**src/rtl/des_pkg.sv**
```systemverilog
// Shared definitions for the DES byte-to-block front end.
//   DES_BLOCK_BYTES : bytes per 64-bit DES block.
//   des_if_state_t  : FILL -> LOAD -> WAIT -> DRAIN -> ACK state encoding.
package des_pkg;

    localparam int unsigned DES_BLOCK_BYTES = 8;

    typedef enum logic [2:0] {
        ST_FILL,
        ST_LOAD,
        ST_WAIT,
        ST_DRAIN,
        ST_ACK
    } des_if_state_t;

endpackage

```
**src/rtl/des_block_interface_if.sv**
```systemverilog
// Signal bundle between the byte front end, the encryptor core and the
// USB byte path.
//   rx_*            : incoming byte stream (valid/ready) plus flush request
//   rcv_data*       : assembled block and its strobe towards the core
//   trans_data*     : core result and its valid flag
//   handshake_ack   : result-consumed strobe back to the core
//   tx_*            : outgoing byte stream (valid/ready)
//   busy            : front end is not idle-filling
// Modports: slave = the front end itself, master = its environment.
interface des_block_interface_if;

    logic [7:0]  rx_byte;
    logic        rx_valid;
    logic        rx_ready;
    logic        rx_flush;
    logic [63:0] rcv_data;
    logic        rcv_data_ready;
    logic [63:0] trans_data;
    logic        trans_data_ready;
    logic        handshake_ack;
    logic [7:0]  tx_byte;
    logic        tx_valid;
    logic        tx_ready;
    logic        busy;

    modport slave (
        input  rx_byte, rx_valid, rx_flush, trans_data, trans_data_ready, tx_ready,
        output rx_ready, rcv_data, rcv_data_ready, handshake_ack, tx_byte, tx_valid, busy
    );

    modport master (
        output rx_byte, rx_valid, rx_flush, trans_data, trans_data_ready, tx_ready,
        input  rx_ready, rcv_data, rcv_data_ready, handshake_ack, tx_byte, tx_valid, busy
    );

endinterface

```
**src/rtl/des_block_interface.sv**
```systemverilog
// Byte-to-block front end for the DES encryptor core.
// Packs eight bytes (first byte = MSB) into rcv_data, strobes rcv_data_ready,
// waits for the core result, streams it out MSB first over tx valid/ready,
// then pulses handshake_ack.
//   clk   : system clock, rising edge
//   n_rst : asynchronous reset, asserted high (name kept from the codebase)
//   bus   : des_block_interface_if.slave, all data/handshake signals
// rx_ready, tx_valid and busy are decoded from state; all other outputs are
// registered.
module des_block_interface
    import des_pkg::*;
#(
    parameter int unsigned NUM_BYTES = DES_BLOCK_BYTES
) (
    input  logic                   clk,
    input  logic                   n_rst,
    des_block_interface_if.slave   bus
);

    des_if_state_t state, state_next;

    logic [2:0]                  cnt;
    logic [2:0]                  tx_idx;
    logic [63:0]                 out_reg;
    // Byte 0 sits at index 0, i.e. the most significant byte of the block.
    logic [0:NUM_BYTES-1][7:0]   rcv_bytes;
    logic [0:NUM_BYTES-1][7:0]   rcv_bytes_next;
    logic                        rcv_data_ready_q;
    logic                        handshake_ack_q;

    logic                        accept;
    logic [3:0]                  fill_after;
    logic                        block_full;
    logic                        flush_go;
    logic                        tx_fire;
    logic                        drain_last;

    always_ff @(posedge clk or posedge n_rst) begin
        if (n_rst) begin
            state <= ST_FILL;
        end else begin
            state <= state_next;
        end
    end

    always_comb begin
        state_next   = state;
        bus.rx_ready = 1'b0;
        bus.tx_valid = 1'b0;
        bus.busy     = 1'b1;
        accept       = 1'b0;
        fill_after   = {1'b0, cnt};
        block_full   = 1'b0;
        flush_go     = 1'b0;
        tx_fire      = 1'b0;
        drain_last   = 1'b0;

        case (state)
            ST_FILL: begin
                bus.rx_ready = ~n_rst;
                bus.busy     = 1'b0;
                accept       = bus.rx_valid;
                // Count including this cycle's byte; bit 3 is the terminal flag.
                fill_after   = {1'b0, cnt} + {3'b000, accept};
                block_full   = fill_after[3];
                // An empty block ignores flush; a full one takes the normal path.
                flush_go     = bus.rx_flush && (fill_after != 4'd0) && !fill_after[3];
                if (block_full || flush_go) begin
                    state_next = ST_LOAD;
                end
            end
            ST_LOAD: begin
                state_next = ST_WAIT;
            end
            ST_WAIT: begin
                if (bus.trans_data_ready) begin
                    state_next = ST_DRAIN;
                end
            end
            ST_DRAIN: begin
                bus.tx_valid = 1'b1;
                tx_fire      = bus.tx_ready;
                drain_last   = tx_fire && (tx_idx == 3'd7);
                if (drain_last) begin
                    state_next = ST_ACK;
                end
            end
            ST_ACK: begin
                state_next = ST_FILL;
            end
            default: begin
                state_next = ST_FILL;
            end
        endcase
    end

    // Next block contents during FILL: write the accepted byte, and on flush
    // zero every lane at or beyond the fill count.
    always_comb begin
        rcv_bytes_next = rcv_bytes;
        if (accept) begin
            rcv_bytes_next[cnt] = bus.rx_byte;
        end
        for (int unsigned i = 0; i < NUM_BYTES; i++) begin
            if (flush_go && (4'(i) >= fill_after)) begin
                rcv_bytes_next[3'(i)] = 8'h00;
            end
        end
    end

    always_ff @(posedge clk or posedge n_rst) begin
        if (n_rst) begin
            cnt              <= '0;
            tx_idx           <= '0;
            out_reg          <= '0;
            rcv_bytes        <= '0;
            rcv_data_ready_q <= 1'b0;
            handshake_ack_q  <= 1'b0;
        end else begin
            rcv_data_ready_q <= (state == ST_FILL) && (state_next == ST_LOAD);
            handshake_ack_q  <= drain_last;
            case (state)
                ST_FILL: begin
                    rcv_bytes <= rcv_bytes_next;
                    if (accept) begin
                        cnt <= cnt + 3'd1;
                    end
                end
                ST_WAIT: begin
                    if (bus.trans_data_ready) begin
                        out_reg <= bus.trans_data;
                        tx_idx  <= '0;
                    end
                end
                ST_DRAIN: begin
                    if (tx_fire) begin
                        out_reg <= {out_reg[55:0], 8'h00};
                        tx_idx  <= tx_idx + 3'd1;
                    end
                end
                ST_ACK: begin
                    cnt       <= '0;
                    rcv_bytes <= '0;
                end
                default: begin
                end
            endcase
        end
    end

    assign bus.rcv_data       = rcv_bytes;
    assign bus.rcv_data_ready = rcv_data_ready_q;
    assign bus.handshake_ack  = handshake_ack_q;
    assign bus.tx_byte        = out_reg[63:56];

endmodule

```
**src/flat_wrapper.sv**
```systemverilog
// flat-port wrapper written by rule: the top's interface ports become plain ports
module des_block_interface_flat import des_pkg::*;
#(
    parameter int unsigned NUM_BYTES = DES_BLOCK_BYTES
)
  (clk, n_rst, bus_rx_byte, bus_rx_valid, bus_rx_flush, bus_trans_data, bus_trans_data_ready, bus_tx_ready, bus_rx_ready, bus_rcv_data, bus_rcv_data_ready, bus_handshake_ack, bus_tx_byte, bus_tx_valid, bus_busy);
  des_block_interface_if bus_i ();
  input  logic clk;
  input  logic n_rst;
  input wire logic [$bits(bus_i.rx_byte)-1:0] bus_rx_byte;
  input wire logic [$bits(bus_i.rx_valid)-1:0] bus_rx_valid;
  input wire logic [$bits(bus_i.rx_flush)-1:0] bus_rx_flush;
  input wire logic [$bits(bus_i.trans_data)-1:0] bus_trans_data;
  input wire logic [$bits(bus_i.trans_data_ready)-1:0] bus_trans_data_ready;
  input wire logic [$bits(bus_i.tx_ready)-1:0] bus_tx_ready;
  output wire logic [$bits(bus_i.rx_ready)-1:0] bus_rx_ready;
  output wire logic [$bits(bus_i.rcv_data)-1:0] bus_rcv_data;
  output wire logic [$bits(bus_i.rcv_data_ready)-1:0] bus_rcv_data_ready;
  output wire logic [$bits(bus_i.handshake_ack)-1:0] bus_handshake_ack;
  output wire logic [$bits(bus_i.tx_byte)-1:0] bus_tx_byte;
  output wire logic [$bits(bus_i.tx_valid)-1:0] bus_tx_valid;
  output wire logic [$bits(bus_i.busy)-1:0] bus_busy;
  assign bus_i.rx_byte = bus_rx_byte;
  assign bus_i.rx_valid = bus_rx_valid;
  assign bus_i.rx_flush = bus_rx_flush;
  assign bus_i.trans_data = bus_trans_data;
  assign bus_i.trans_data_ready = bus_trans_data_ready;
  assign bus_i.tx_ready = bus_tx_ready;
  assign bus_rx_ready = bus_i.rx_ready;
  assign bus_rcv_data = bus_i.rcv_data;
  assign bus_rcv_data_ready = bus_i.rcv_data_ready;
  assign bus_handshake_ack = bus_i.handshake_ack;
  assign bus_tx_byte = bus_i.tx_byte;
  assign bus_tx_valid = bus_i.tx_valid;
  assign bus_busy = bus_i.busy;
  des_block_interface #(.NUM_BYTES(NUM_BYTES)) u_core (.clk(clk), .n_rst(n_rst), .bus(bus_i));
endmodule
```
**config.mk**
```make
export PLATFORM = sky130hd
export DESIGN_NAME = des_block_interface_flat
export DESIGN_NICKNAME = d
export VERILOG_FILES = /design/src/rtl/des_pkg.sv /design/src/rtl/des_block_interface_if.sv /design/src/rtl/des_block_interface.sv /design/src/flat_wrapper.sv
export SDC_FILE = /design/constraint.sdc
export NUM_CORES = 1
export LEC_CHECK = 0
export ABC_AREA = 1
export BUFFER_PORTS_ARGS = -buffer_cell sky130_fd_sc_hd__buf_2
export CAP_MARGIN = 20
export CORE_AREA = 8 8 141 104
export CTS_CLUSTER_DIAMETER = 150
export CTS_CLUSTER_SIZE = 20
export DETAILED_ROUTE_END_ITERATION = 16
export DIE_AREA = 0 0 149 112
export PLACE_DENSITY = 0.84
export SETUP_SLACK_MARGIN = 0.1
export SYNTH_ARGS = -nofsm -noshare
export SYNTH_HDL_FRONTEND = slang
export SYNTH_SLANG_ARGS = --single-unit
```
**constraint.sdc**
```tcl
create_clock -name clk -period 11.5 [get_ports clk]
set_input_delay 1.725 -clock clk [delete_from_list [all_inputs] [get_ports clk]]
set_output_delay 1.725 -clock clk [all_outputs]
set_load 0.02 [all_outputs]
```
==> flow_summary_export.csv <==
group,metric,value,unit
place,io_buffers,154,
final_layout,layout_common_cells,"251 x nand2_1, 154 x buf_2, 139 x dfrtp_1, 71 x inv_1, 69 x nor2_1",
synthesis,syn_area,0.007151,mm2
final_layout,layout-drive-gt1-share,24.41,%
cts,clockBufferDepth,2,
synthesis,yosysTopAreaCell,"dfrtp_1",
power,total_power,1.959,mW
critical_path,r2r-start,"u_core.state[1]",
cts,clock_latency,420,ps
hold_path,min-delay-start,"u_core.bus.rcv_data[19]",
floorplanning,num_rows,35,
final_layout,final_common_cell,"nand2_1",
sta,slew_violations,0,
cts,cts_tree,"done",
critical_path,ff2ff_path_depth,8,
sta,slew_headroom,32.98,%
sta,finalSetupTns,0,ps
cts,cts_hold_buf,0,
floorplanning,dieWidth,149,um
critical_path,crit_start,"n_rst",
sta,fin_crit,3835,ps
sta,post-route-period-util,33.34,%
grt,grt_pass1_vias,6072,
hold_path,hold_path.class,"register to register",
sta,finClkSkew,10.06,ps
routing,drc,0,
cts,path_clk_slew,60,ps
routing,drtIter0Drc,481,
synthesis,yosys-top-cells-area,"dfrtp_1 49%, nand2_1 13%, nand3_1 4.8%, o211ai_1 4.1%, o21ai_0 4.1%",
run_status,status,"complete, no violations",
critical_path,crit_end,"bus_rx_ready",
cts,htree_num_levels,4,
sta,setup_viol,0,
place,gp_congestion,0.9240,
critical_path,arrival,2110,ps
power,ir_drop,0.1543,mV
routing,first_pass_iters,6,
synthesis,seq_area_frac_synth,48.64,%
job,max_cap_violations,0,
floorplanning,core-area,0.01261,mm2
critical_path,startpoint_type,"input pin",
synthesis,syn_inst,873,
routing,drtAntennaViolNets,0,
critical_path,regToRegSetupSlack,8320,ps
cts,cts.sinks,139,
routing,avgViaCountPerCell,5.377,
final_layout,nFillCells,1050,
synthesis,synth.top_cell.area_share,48.64,%
critical_path,crit_chain,"buf_2 -> nor2_1 -> buf_2",
floorplanning,initial_core_util,56.70,%
synthesis,synth_top_flop_cell,"dfrtp_1",
cts,root_buffer,"clkbuf_16",
grt,grt_max_degree,114,
grt,antenna_found_initial,1,
synthesis,async_reset_ff_share,100.0,%
sta,fmax,0.2608,GHz
synthesis,synth-seq-cells,139,
routing,wl_per_cell,15.01,um
floorplanning,ioPinCount,155,
critical_path,crit_type,"input pin to output pin",
power,p_leak,4.401,nW
critical_path,end_kind,"output pin",
critical_path,cp_max_fo,2,
grt,grt_first_pass_wirelength,29830,um
cts,cts_resized,0,
floorplanning,die_area,0.01669,mm2
sta,hold_viol,0,
sta,worstMarginPinSlew,1005,ps
synthesis,synth_nets,956,
cts,numCtsBuffers,17,
synthesis,syn_area_per_cell,8.191,um2
critical_path,rr_endpoint,"u_core.out_reg[51]",
critical_path,cp.required,9780,ps
synthesis,synthDistinctLibCells,39,
synthesis,synth_edf_count,0,
power,power_density,230.9,mW/mm2
sta,rsz0062_at_grt,"no",
routing,wl,17750,um
grt,grt_overflow,0,
floorplanning,dieHeight,112,um
cts,postCtsSetupBuffers,0,
final_layout,area_delta_synth_final,18.64,%
place,dp_hpwl,12340,um
synthesis,yosys_warnings,0,
final_layout,layout.nets,1086,
critical_path,cpMostUsedCell,"buf_2",
grt,grt_usage,21.79,%
critical_path,slowest_delay,170,ps
routing,num_vias,6361,
critical_path,cp_slowest_cell,"buf_2",
-- cell usage after synthesis (9+ instances only) --
cell type / n
o211ai_1: 39
o21ai_0: 58
a31oi_1: 9
nand2_1: 252
buf_4: 12
dfrtp_1: 139
inv_1: 72
nand3_1: 68
buf_2: 15
nor3_1: 17
o21ai_1: 17
nor2_1: 69
nand2_2: 11
nand4_1: 9
clkbuf_1: 16
-- worst max-delay path, delay by kind of cell --
family | cells | cell delay, ps
buf+inv | 2 | 300
simple gates | 1 | 90
-- report_power, final --
part | internal [mW] | switching [mW]
Combinational | 0.232 | 0.492
Sequential | 0.639 | 0.0707
Clock | 0.301 | 0.225
-- worst min-delay path by stage --
stage	endpoint	slack [ps]	depth (start not counted)
floorplan	u_core.tx_idx[1]	450	2
global placement	u_core.bus.rcv_data[44]	450	2
detailed placement	u_core.bus.rcv_data[19]	450	2
CTS	u_core.bus.rcv_data[19]	470	2
global route	u_core.bus.rcv_data[25]	490	2
finish	u_core.bus.rcv_data[19]	470	2
-- cells by family after synthesis --
| kind of cell | count (synthesis) | share of synthesized area (%) |
|---|---|---|
| AND/OR/NAND/NOR | 451 | 29.06 |
| AO/OA/AOI/OAI | 149 | 13.40 |
| flip-flops | 139 | 48.64 |
| buffers and inverters | 128 | 7.891 |
| adder cells (fa/ha/maj) | 5 | 0.8749 |
| XOR/XNOR | 1 | 0.1225 |
-- per-layer routing --
| layer | part of all wire [%] | up-vias | global-route usage, % |
|---|---|---|---|
| met4 | 1.4 | 2 | 6.975 |
| met5 | 0.073 | - | 0 |
| met2 | 44 | 249 | 31.91 |
| met3 | 9.1 | 30 | 6.280 |
| met1 | 46 | 2957 | 30.39 |
| li1 | - | 3123 | - |
-- stage by stage --
stage / setup slack (ps) / cell area, um2 / hold WS, ps / std cells / util, %
floorplan: 6050 / 7151 / 445.9 / 873 / -
global placement: 7664 / 7913 / 450.6 / 1150 / 62.74
detailed placement: 7663 / 7913 / 453.1 / 1150 / 62.74
CTS: 7663 / 8481 / 468.9 / 1182 / 67.24
global route: 7641 / 8481 / 485.5 / 1182 / 67.24
finish: 7665 / 8483 / 466.6 / 1183 / 67.26
-- area by class of cell --
type,count,area [um2],area share (%)
Sequential cell,139,3478,41.00
Clock buffer,17,425.4,5.015
Tap cell,166,207.7,2.448
Clock inverter,15,142.6,1.681
Inverter,82,317.8,3.746
Antenna cell,1,2.502,0.02950
Multi-Input combinational cell,606,3115,36.73
Timing Repair Buffer,157,793.3,9.351
Note: power is estimated with default switching activity, not from simulation.
